==> config.mk <==
export PLATFORM = sky130hd
export DESIGN_NAME = mux21_sel_arbiter
export DESIGN_NICKNAME = d
export VERILOG_FILES = /design/src/rtl/mux_ctrl_pkg.sv /design/src/rtl/mux21_sel_arbiter.sv
export SDC_FILE = /design/constraint.sdc
export NUM_CORES = 1
export LEC_CHECK = 0
export CAP_MARGIN = 40
export CORE_AREA = 2 2 41 43
export DETAILED_ROUTE_END_ITERATION = 7
export DIE_AREA = 0 0 43 45
export GPL_TIMING_DRIVEN = 0
export PLACE_DENSITY = 0.69
export SYNTH_ARGS = -nofsm -noshare
export SYNTH_HDL_FRONTEND = slang
export SYNTH_SLANG_ARGS = --single-unit
export TNS_END_PERCENT = 1
==> constraint.sdc <==
create_clock -name clk -period 2.9 [get_ports clk]
set_input_delay 0.58 -clock clk [delete_from_list [all_inputs] [get_ports clk]]
set_output_delay 0.58 -clock clk [all_outputs]
set_load 0.03 [all_outputs]
==> src/rtl/mux_ctrl_pkg.sv <==
// Shared control definitions for the mux21 select path: arbiter state
// encoding and the select values that steer mux21.S.
package mux_ctrl_pkg;

  typedef enum logic [1:0] {
    IDLE = 2'd0,
    G1   = 2'd1,
    G2   = 2'd2,
    GAP  = 2'd3
  } arb_state_t;

  localparam logic SEL_D1 = 1'b0;
  localparam logic SEL_D2 = 1'b1;

endpackage

==> src/rtl/mux21_sel_arbiter.sv <==
// Round-robin, break-before-make arbiter driving the mux21 select, with a
// one-cycle dead gap between owners and hold-time preemption.
module mux21_sel_arbiter
  import mux_ctrl_pkg::*;
#(
  parameter  int HOLD_MAX = 8,
  localparam int CNT_W    = $clog2(HOLD_MAX + 1)
) (
  input  logic clk,
  input  logic rst_n,
  input  logic req1,
  input  logic req2,
  output logic sel,
  output logic gnt1,
  output logic gnt2,
  output logic busy,
  output logic preempt
);

  localparam logic [CNT_W-1:0] CNT_LAST = CNT_W'(HOLD_MAX - 1);
  localparam logic [CNT_W-1:0] CNT_SAT  = CNT_W'(HOLD_MAX);

  arb_state_t       state, state_nxt;
  logic [CNT_W-1:0] hold_cnt;
  logic             last2, last2_nxt;
  logic             sel_nxt, gnt1_nxt, gnt2_nxt, preempt_nxt;
  logic             own_req, other_req, hold_expired;

  assign own_req      = (state == G2) ? req2 : req1;
  assign other_req    = (state == G2) ? req1 : req2;
  assign hold_expired = (hold_cnt == CNT_LAST) && other_req;

  always_comb begin
    state_nxt   = state;
    sel_nxt     = sel;
    gnt1_nxt    = 1'b0;
    gnt2_nxt    = 1'b0;
    preempt_nxt = 1'b0;
    last2_nxt   = last2;
    case (state)
      IDLE, GAP: begin
        // On contention the requester that did not own the mux last wins
        if (req1 && (!req2 || last2)) begin
          state_nxt = G1;
          gnt1_nxt  = 1'b1;
          sel_nxt   = SEL_D1;
          last2_nxt = 1'b0;
        end else if (req2) begin
          state_nxt = G2;
          gnt2_nxt  = 1'b1;
          sel_nxt   = SEL_D2;
          last2_nxt = 1'b1;
        end else begin
          state_nxt = IDLE;
        end
      end
      G1, G2: begin
        // A release wins over a coincident timeout, so preempt stays low
        if (!own_req) begin
          state_nxt = GAP;
        end else if (hold_expired) begin
          state_nxt   = GAP;
          preempt_nxt = 1'b1;
        end else begin
          gnt1_nxt = (state == G1);
          gnt2_nxt = (state == G2);
        end
      end
      default: state_nxt = IDLE;
    endcase
  end

  always_ff @(posedge clk or negedge rst_n) begin
    if (!rst_n) begin
      state   <= IDLE;
      sel     <= SEL_D1;
      gnt1    <= 1'b0;
      gnt2    <= 1'b0;
      busy    <= 1'b0;
      preempt <= 1'b0;
      last2   <= 1'b1;
    end else begin
      state   <= state_nxt;
      sel     <= sel_nxt;
      gnt1    <= gnt1_nxt;
      gnt2    <= gnt2_nxt;
      busy    <= gnt1_nxt | gnt2_nxt;
      preempt <= preempt_nxt;
      last2   <= last2_nxt;
    end
  end

  // Counts cycles of the current ownership; cleared whenever no grant continues
  always_ff @(posedge clk or negedge rst_n) begin
    if (!rst_n) begin
      hold_cnt <= '0;
    end else if ((state == G1 || state == G2) && state_nxt == state) begin
      if (hold_cnt != CNT_SAT) hold_cnt <= hold_cnt + CNT_W'(1);
    end else begin
      hold_cnt <= '0;
    end
  end

endmodule
== Word level (Yosys, flattened, before mapping) ==
Index checks and enable logic that the tools add are counted.
Word-level totals
  bits in registers: 12
  output and inout bits: 5
Cells by class
  mux-type cells: 23
  reductions and logical operators: 11
  $add $sub $neg: 1
  bitwise operators: 1
  equality and inequality tests: 7
Operators by type and width (number)
  two-way mux 1 bit: 14
  two-way mux 2 bit: 4
  two-way mux 4 bit: 2
  adder 4 x 1 -> 4 bit (second input constant): 1
  equality test 2 bit (second input constant): 2
  equality test 4 x 3 -> 1 bit (second input constant): 1
  != test 4 bit (second input constant): 1
  case mux 1 bit (2 select lines): 2
  case mux 2 bit (2 select lines): 1
  OR reduction 2 bit: 2
  logical AND 1 bit: 3
  equality test 2 x 1 -> 1 bit (second input constant): 1
  equality test 2 bit: 1
  zero test 2 bit: 1
  logical OR 1 bit: 2
  != test 2 x 1 -> 1 bit (second input constant): 1
  AND reduction 2 bit: 1
  nonzero test 2 bit: 1
  zero test 1 bit: 1
  bitwise OR 1 bit: 1

== Logic depth before layout (Yosys ltp) ==
Gate-level depths: netlist of run 1.
  depth after elaboration: 9
  gate-level depth with buffers: 5
  gate-level depth less buffers: 5

== Worst setup path after synthesis of run 1 ==
Ideal clock, no wire load.
  path kind: input to register
  from: in req1
  to: reg gnt1
  required time: 2780 ps
  stages on the path: 4
  library setup time: 120 ps
  path slack: 1455 ps
  data arrival time: 1325 ps
  cell sequence: buf_2 -> and2b_1 -> a32o_2 -> a31o_1
On the way
  cells in the longest elaborated chain, start to end: 5
RTL lines
  start: declaration: RTL line mux21_sel_arbiter.sv:11  | input logic req1,
  two-way mux 1 bit: RTL line mux21_sel_arbiter.sv:30  | assign other_req = (state == G2) ? req1 : req2;
  logical AND 1 bit: RTL line mux21_sel_arbiter.sv:31  | assign hold_expired = (hold_cnt == CNT_LAST) && other_req;
  two-way mux 1 bit: RTL line mux21_sel_arbiter.sv:61  | end else if (hold_expired) begin
  two-way mux 1 bit: RTL line mux21_sel_arbiter.sv:59  | if (!own_req) begin
  case mux 1 bit (2 select lines) *: RTL line mux21_sel_arbiter.sv:40  | case (state)
  net gnt1_nxt: RTL line mux21_sel_arbiter.sv:26  | logic sel_nxt, gnt1_nxt, gnt2_nxt, preempt_nxt;
  end signal: assignment: RTL line mux21_sel_arbiter.sv:85  | gnt1 <= gnt1_nxt;
  end: declaration: RTL line mux21_sel_arbiter.sv:14  | output logic gnt1,
The timed path passes the listed nets; every way through them passes the cells marked *.
A chain may end at the register's enable or synchronous reset.

== Final worst setup path of run 1 ==
  from: reg sel
  to: out sel
RTL lines
  start: declaration: RTL line mux21_sel_arbiter.sv:13  | output logic sel,
  start signal: assignment: RTL line mux21_sel_arbiter.sv:84  | sel <= sel_nxt;
No word-level cell between the ends.

==> run summary, run 1 <==
clock skew - 0.004820 ns
RSZ-0062 raised after global routing - false
Max Cap Viol - 0
post-CTS setup buffer count - 0
first-pass GRT wire length - 2159 um
CP max-delay cell - clkdlybuf4s50_1
largest area contributor in the netlist - dfrtp_1
delay-heaviest family, CP - buffers and inverters
WL final - 1272 um
final hold viol count - 0
Routed Antenna Nets - 0
clock buffer depth - 2
Least-Margin Pin Slew - 0.5464 ns
synth top area cells - dfrtp_1 40%, ha_1 7.3%, a21oi_1 5.1%
HPWL Detailed - 898.4 um
sequential share of the synthesized area - 0.4382
Synthesized Nets - 73
total grt overflow - 0
Post-synth top flop - dfrtp_1
most frequent cell after synthesis - dfrtp_1
arrival time at the worst endpoint - 1.30 ns
Max Slew Vio Count - 0
critical setup path kind - flop to output port
Commonest cells post-synth - 11 x dfrtp_1, 7 x a21oi_1, 5 x inv_1
TritonCTS Buffers - 3
Starting Density - 0.4677
CORE AREA - 1471 sq um
synthesized flop and latch total - 12
crit end category - output port
io pins - 9
drt pass-1 iters - 4
average size of a mapped cell - 10.59 sq um
final net count - 85
Die Footprint - 1935 sq um
RD Place Congestion - 0.7557
WP data required - 2.32 ns
FILL cells - 142
setup TNS - 0 ns
area share of the largest cell type after synthesis - 0.4000
CP bufs+invs - 1
Hold WC Path Type - flop to flop
Relative slew margins - 0.6346
post-CTS resize count - 0
Storage cell area - 301.5 sq um
Post-Syn Area - 688.2 sq um
pin count of the biggest net entering global routing - 13
worst-path maximum fanout - 2
synth warn - 0
dpl cells - 88
number of flops mapped to enable cells by yosys - 0
vias in the first global route - 490
Leakage - 0.0003565 uW
ys async rst share - 1.000
DRC - 0
clk sinks - 12
WL/cell - 13.83 um
die outline height - 45 um
Total Power - 846.0 uW
GRT Total Usage - 0.1600
VDD IR max - 0.6967 mV
initial antenna violation count - 0
Worst-Skew Late Latency - 0.28 ns
Port Buffers - 7
Layout Area Growth over Synthesis - 18.36%
H-tree depth - 1
CTS root buffer - clkbuf_4
Tmin final - 1.880 ns
final setup vio count - 0
Worst Hold Margin - 0.5346 ns
hold buffers post-CTS - 0
Pwr Density - 1039 nW/um^2
Die W - 43 um
worst-path cell chain - clkdlybuf4s50_1
final worst path period share - 0.6482
CTS tree - built
clk slew on worst S/H paths - 0.07 ns
routed vias/inst - 5.609
Vias - 516
Layout Utilization - 0.5536
Cell variety after synth - 28
# diodes - 0
Detailed Route Iter0 Violations - 8
Startpoint Class - flop
Cells after Synth - 65
multi-input logic area - 346.6 sq um
Non-Filler Instances - 92
Cell Rows - 14
share of layout cells above drive strength 1 - 0.1579
fmax - 532.0 MHz
status - completed
CP max stage delay - 0.67 ns
## per-layer routing
metal	GRT usage	wire length, um
met2	0.2303	536
met1	0.2051	635
met3	0.02800	47
met4	0.1455	53
met5	0	0
## worst min-delay path, cell delays in order (launching register included)
cell and delay [ns]:
dfstp_2 0.38, a21oi_1 0.11, a31oi_1 0.05
## power by group
part	internal [uW]	switching (uW)	total (uW)
sequential	233	38.7	272
clock	76.5	60.8	137
combinational	179	258	437
total	488	358	846
## state kept, by name, summed over array words and instances, names as in the netlist
name      count
last2         1
preempt       1
busy          1
hold_cnt      4
gnt1          1
gnt2          1
state         2
sel           1
## cells by family after synthesis
family / Yosys count / share of synthesized area
fa+ha+maj: 4 / 0.07273
xor+xnor: 2 / 0.02546
mux: 3 / 0.04545
compound gates: 20 / 0.2218
simple gates: 16 / 0.1382
buf+inv: 8 / 0.05818
flops: 12 / 0.4382
## layout by cell type (no fill, tap or decap), types with 2 or more instances in the layout
cell             count
nand2b_1             2
nand2_1              4
nand3_1              2
a31oi_1              4
o21ai_0              2
nand3b_1             2
clkbuf_4             3
inv_1                5
buf_2                2
mux2i_1              2
clkdlybuf4s50_1      7
a21oi_1              7
dfrtp_1             11
and3_1               2
ha_1                 4
nand4b_1             2
## area by class of cell
| cell class | instances | share of cell area |
|---|---|---|
| Inverter | 5 | 0.02304 |
| Clock buffer | 4 | 0.04455 |
| Sequential cell | 12 | 0.3702 |
| Timing Repair Buffer | 7 | 0.08602 |
| Tap cell | 16 | 0.02458 |
| Buffer | 3 | 0.02611 |
| Multi-Input combinational cell | 45 | 0.4255 |
## final timing paths
path	startpoint	end	slack (ns)	depth (start not counted)
worst max-delay path	sel	sel	1.02	1
worst min-delay path	last2	last2	0.53	2
worst max register to register	state[0]	hold_cnt[2]	1.26	5
worst min register to register	last2	last2	0.53	2
max in group asynchronous	rst_n	last2	1.88	1
min in group asynchronous	rst_n	hold_cnt[1]	0.65	1
## stage by stage
stage / setup WS (ns) / cell area, sq um
finish: 1.020 / 814.5
global route: 0.9834 / 814.5
CTS: 1.003 / 814.5
detailed placement: 0.9531 / 778.2
global placement: 0.9392 / 778.2
floorplan: 1.455 / 688.2
(Power assumes the default switching activity.)
==> run 2: changes to the inputs <==
--- a/config.mk
+++ b/config.mk
@@ -6,9 +6,9 @@
 export NUM_CORES = 1
 export LEC_CHECK = 0
 export CAP_MARGIN = 40
-export CORE_AREA = 2 2 41 43
+export CORE_AREA = 2 2 42 44
 export DETAILED_ROUTE_END_ITERATION = 7
-export DIE_AREA = 0 0 43 45
+export DIE_AREA = 0 0 44 46
 export GPL_TIMING_DRIVEN = 0
 export PLACE_DENSITY = 0.69
 export SYNTH_ARGS = -nofsm -noshare
==> constraint.sdc (replaced) <==
create_clock -name clk -period 1.5 [get_ports clk]
set_input_delay 0.3 -clock clk [delete_from_list [all_inputs] [get_ports clk]]
set_output_delay 0.3 -clock clk [all_outputs]
set_load 0.03 [all_outputs]
==> run 2 against run 1 <==
Design area is 1.7% higher. Clock skew is 0.0045 ns lower. Cell count is 1.1% higher. Count of clock-buffer cells in the layout stayed put. Via count is 0.19% lower. Worst setup slack worse by 0.96 ns. Register-to-register slack worse by 1.2 ns. Global-route usage is 0.30 points lower. Core utilization is 4.0 points lower. Die area is 4.6% higher. Routed wire length is 1.0% higher. Non-clock buffer count stayed put. Critical path type is now flop to flop. Critical endpoint is now gnt1. Largest cell class unchanged.
==> run summary, run 2 (synthesized netlist as in run 1, its figures left out) <==
status - completed
RSZ-0062 raised after global routing - false
Total Power - 1677 uW
first-pass GRT wire length - 2201 um
clock skew - 0.0003584 ns
WL/cell - 13.82 um
Worst Setup Slack, final - 0.05671 ns
final net count - 85
Tmin final - 1.443 ns
Detailed Route Iter0 Violations - 4
crit end category - flop
DRC - 0
Worst Hold Margin - 0.3235 ns
clock buffer depth - 2
io pins - 9
Die Footprint - 2024 sq um
Top Usage Layer GRT - met2
Largest Register - hold_cnt
dpl ws - -0.1582 ns
# diodes - 0
H-tree depth - 1
die outline height - 46 um
CTS root buffer - clkbuf_4
met3 usage - 0.02778
post-CTS setup buffer count - 0
GRT Total Usage - 0.1570
total grt overflow - 0
Worst-Skew Late Latency - 0.28 ns
VDD IR max - 1.210 mV
Pwr Density - 2024 nW/um^2
drt pass-1 iters - 2
CORE AREA - 1614 sq um
post-CTS resize count - 8
Leakage - 0.0003660 uW
Cell Rows - 15
fmax - 692.9 MHz
Largest register FFs - 4
GRT met1 Usage - 0.1917
Routed Antenna Nets - 0
FILL cells - 147
Starting Density - 0.4264
final worst path period share - 0.9622
Die W - 44 um
final setup vio count - 0
HPWL Detailed - 913 um
WP data required - 1.68 ns
biggest regs - hold_cnt x4, state x2
clk sinks - 12
WL final - 1285 um
CTS tree - built
Max Cap Viol - 0
Least-Margin Pin Slew - 0.5459 ns
Port Buffers - 7
Hold WC Path Type - primary input to flop
hold buffers post-CTS - 0
TritonCTS Buffers - 3
pin count of the biggest net entering global routing - 13
Vias - 515
most frequent cells in the layout - 11 x dfrtp_1, 7 x a21oi_1, 5 x dlygate4sd2_1
Startpoint Class - flop
Max Slew Vio Count - 0
final hold viol count - 0
vias in the first global route - 511
routed vias/inst - 5.538
arrival time at the worst endpoint - 1.62 ns
CP max-delay cell - dfrtp_1
worst-path cell chain - inv_2, ha_4, and2b_1, a32o_2, a31o_1
CP max stage delay - 0.41 ns
share of layout cells above drive strength 1 - 0.2237
commonest non-fill, non-tap cell in the layout - dfrtp_1
Layout Area Growth over Synthesis - 20.36%
clk slew on worst S/H paths - 0.08 ns
initial antenna violation count - 0
met2 Use GR - 0.2382
worst-path maximum fanout - 6
RD Place Congestion - 0.7726
Relative slew margins - 0.6349
critical setup path kind - flop to flop
-- run 2: cell types whose count changed in the layout (fill, tap and decap cells not counted), sizes merged --
| cell | change |
|---|---|
| dlygate4sd2 | +5 |
| clkdlybuf4s50 | -5 |
-- run 2: area by class of cell --
class / count / area [sq um] / share of cell area
Buffer: 3 / 21.27 / 0.02568
Clock buffer: 4 / 36.28 / 0.04381
Inverter: 5 / 18.77 / 0.02266
Multi-Input combinational cell: 45 / 365.4 / 0.4411
Sequential cell: 12 / 301.5 / 0.3640
Tap cell: 17 / 21.27 / 0.02568
Timing Repair Buffer: 7 / 63.81 / 0.07704
-- run 2: where the power goes --
group          leakage [uW]  internal, uW  switching [uW]
clock network     0.0000210           148             118
registers          0.000150           450            82.1
logic              0.000195           368             510
total              0.000366           967             710
-- run 2: metal layers --
layer | vias to the layer above | share of wire
li1 | 263 | -
met1 | 235 | 0.47
met2 | 12 | 0.45
met3 | 5 | 0.042
met4 | 0 | 0.034
met5 | - | 0
-- run 2: final timing paths --
path,start,to,slack [ns],cells past startpoint
setup reg to reg,state[0],gnt1,0.06,5
hold / removal,req1,last2,0.32,2
hold reg to reg,last2,last2,0.53,2
min in group asynchronous,rst_n,sel,0.37,1
max in group asynchronous,rst_n,last2,0.77,1
setup / recovery,state[0],gnt1,0.06,5
-- run 2: per-stage QoR --
step           cells  instance area [sq um]  setup TNS [ns]  utilization
2_1_floorplan     65                  688.2               0            -
3_3_place_gp      89                  779.5         -0.6992       0.4829
3_5_place_dp      89                  779.5         -0.7491       0.4829
4_1_cts           93                  822.0               0       0.5093
5_1_grt           93                  828.3               0       0.5132
6_report          93                  828.3               0       0.5132
-- run 2: worst max-delay path: cells and delay by family, from the launching register on --
| kind | cells | cell delay, ns |
|---|---|---|
| adder cells (fa/ha/maj) | 1 | 0.17 |
| buffers and inverters | 1 | 0.09 |
| AND/OR/NAND/NOR | 1 | 0.20 |
| AO/OA/AOI/OAI | 2 | 0.46 |
| flip-flops | 1 | 0.41 |
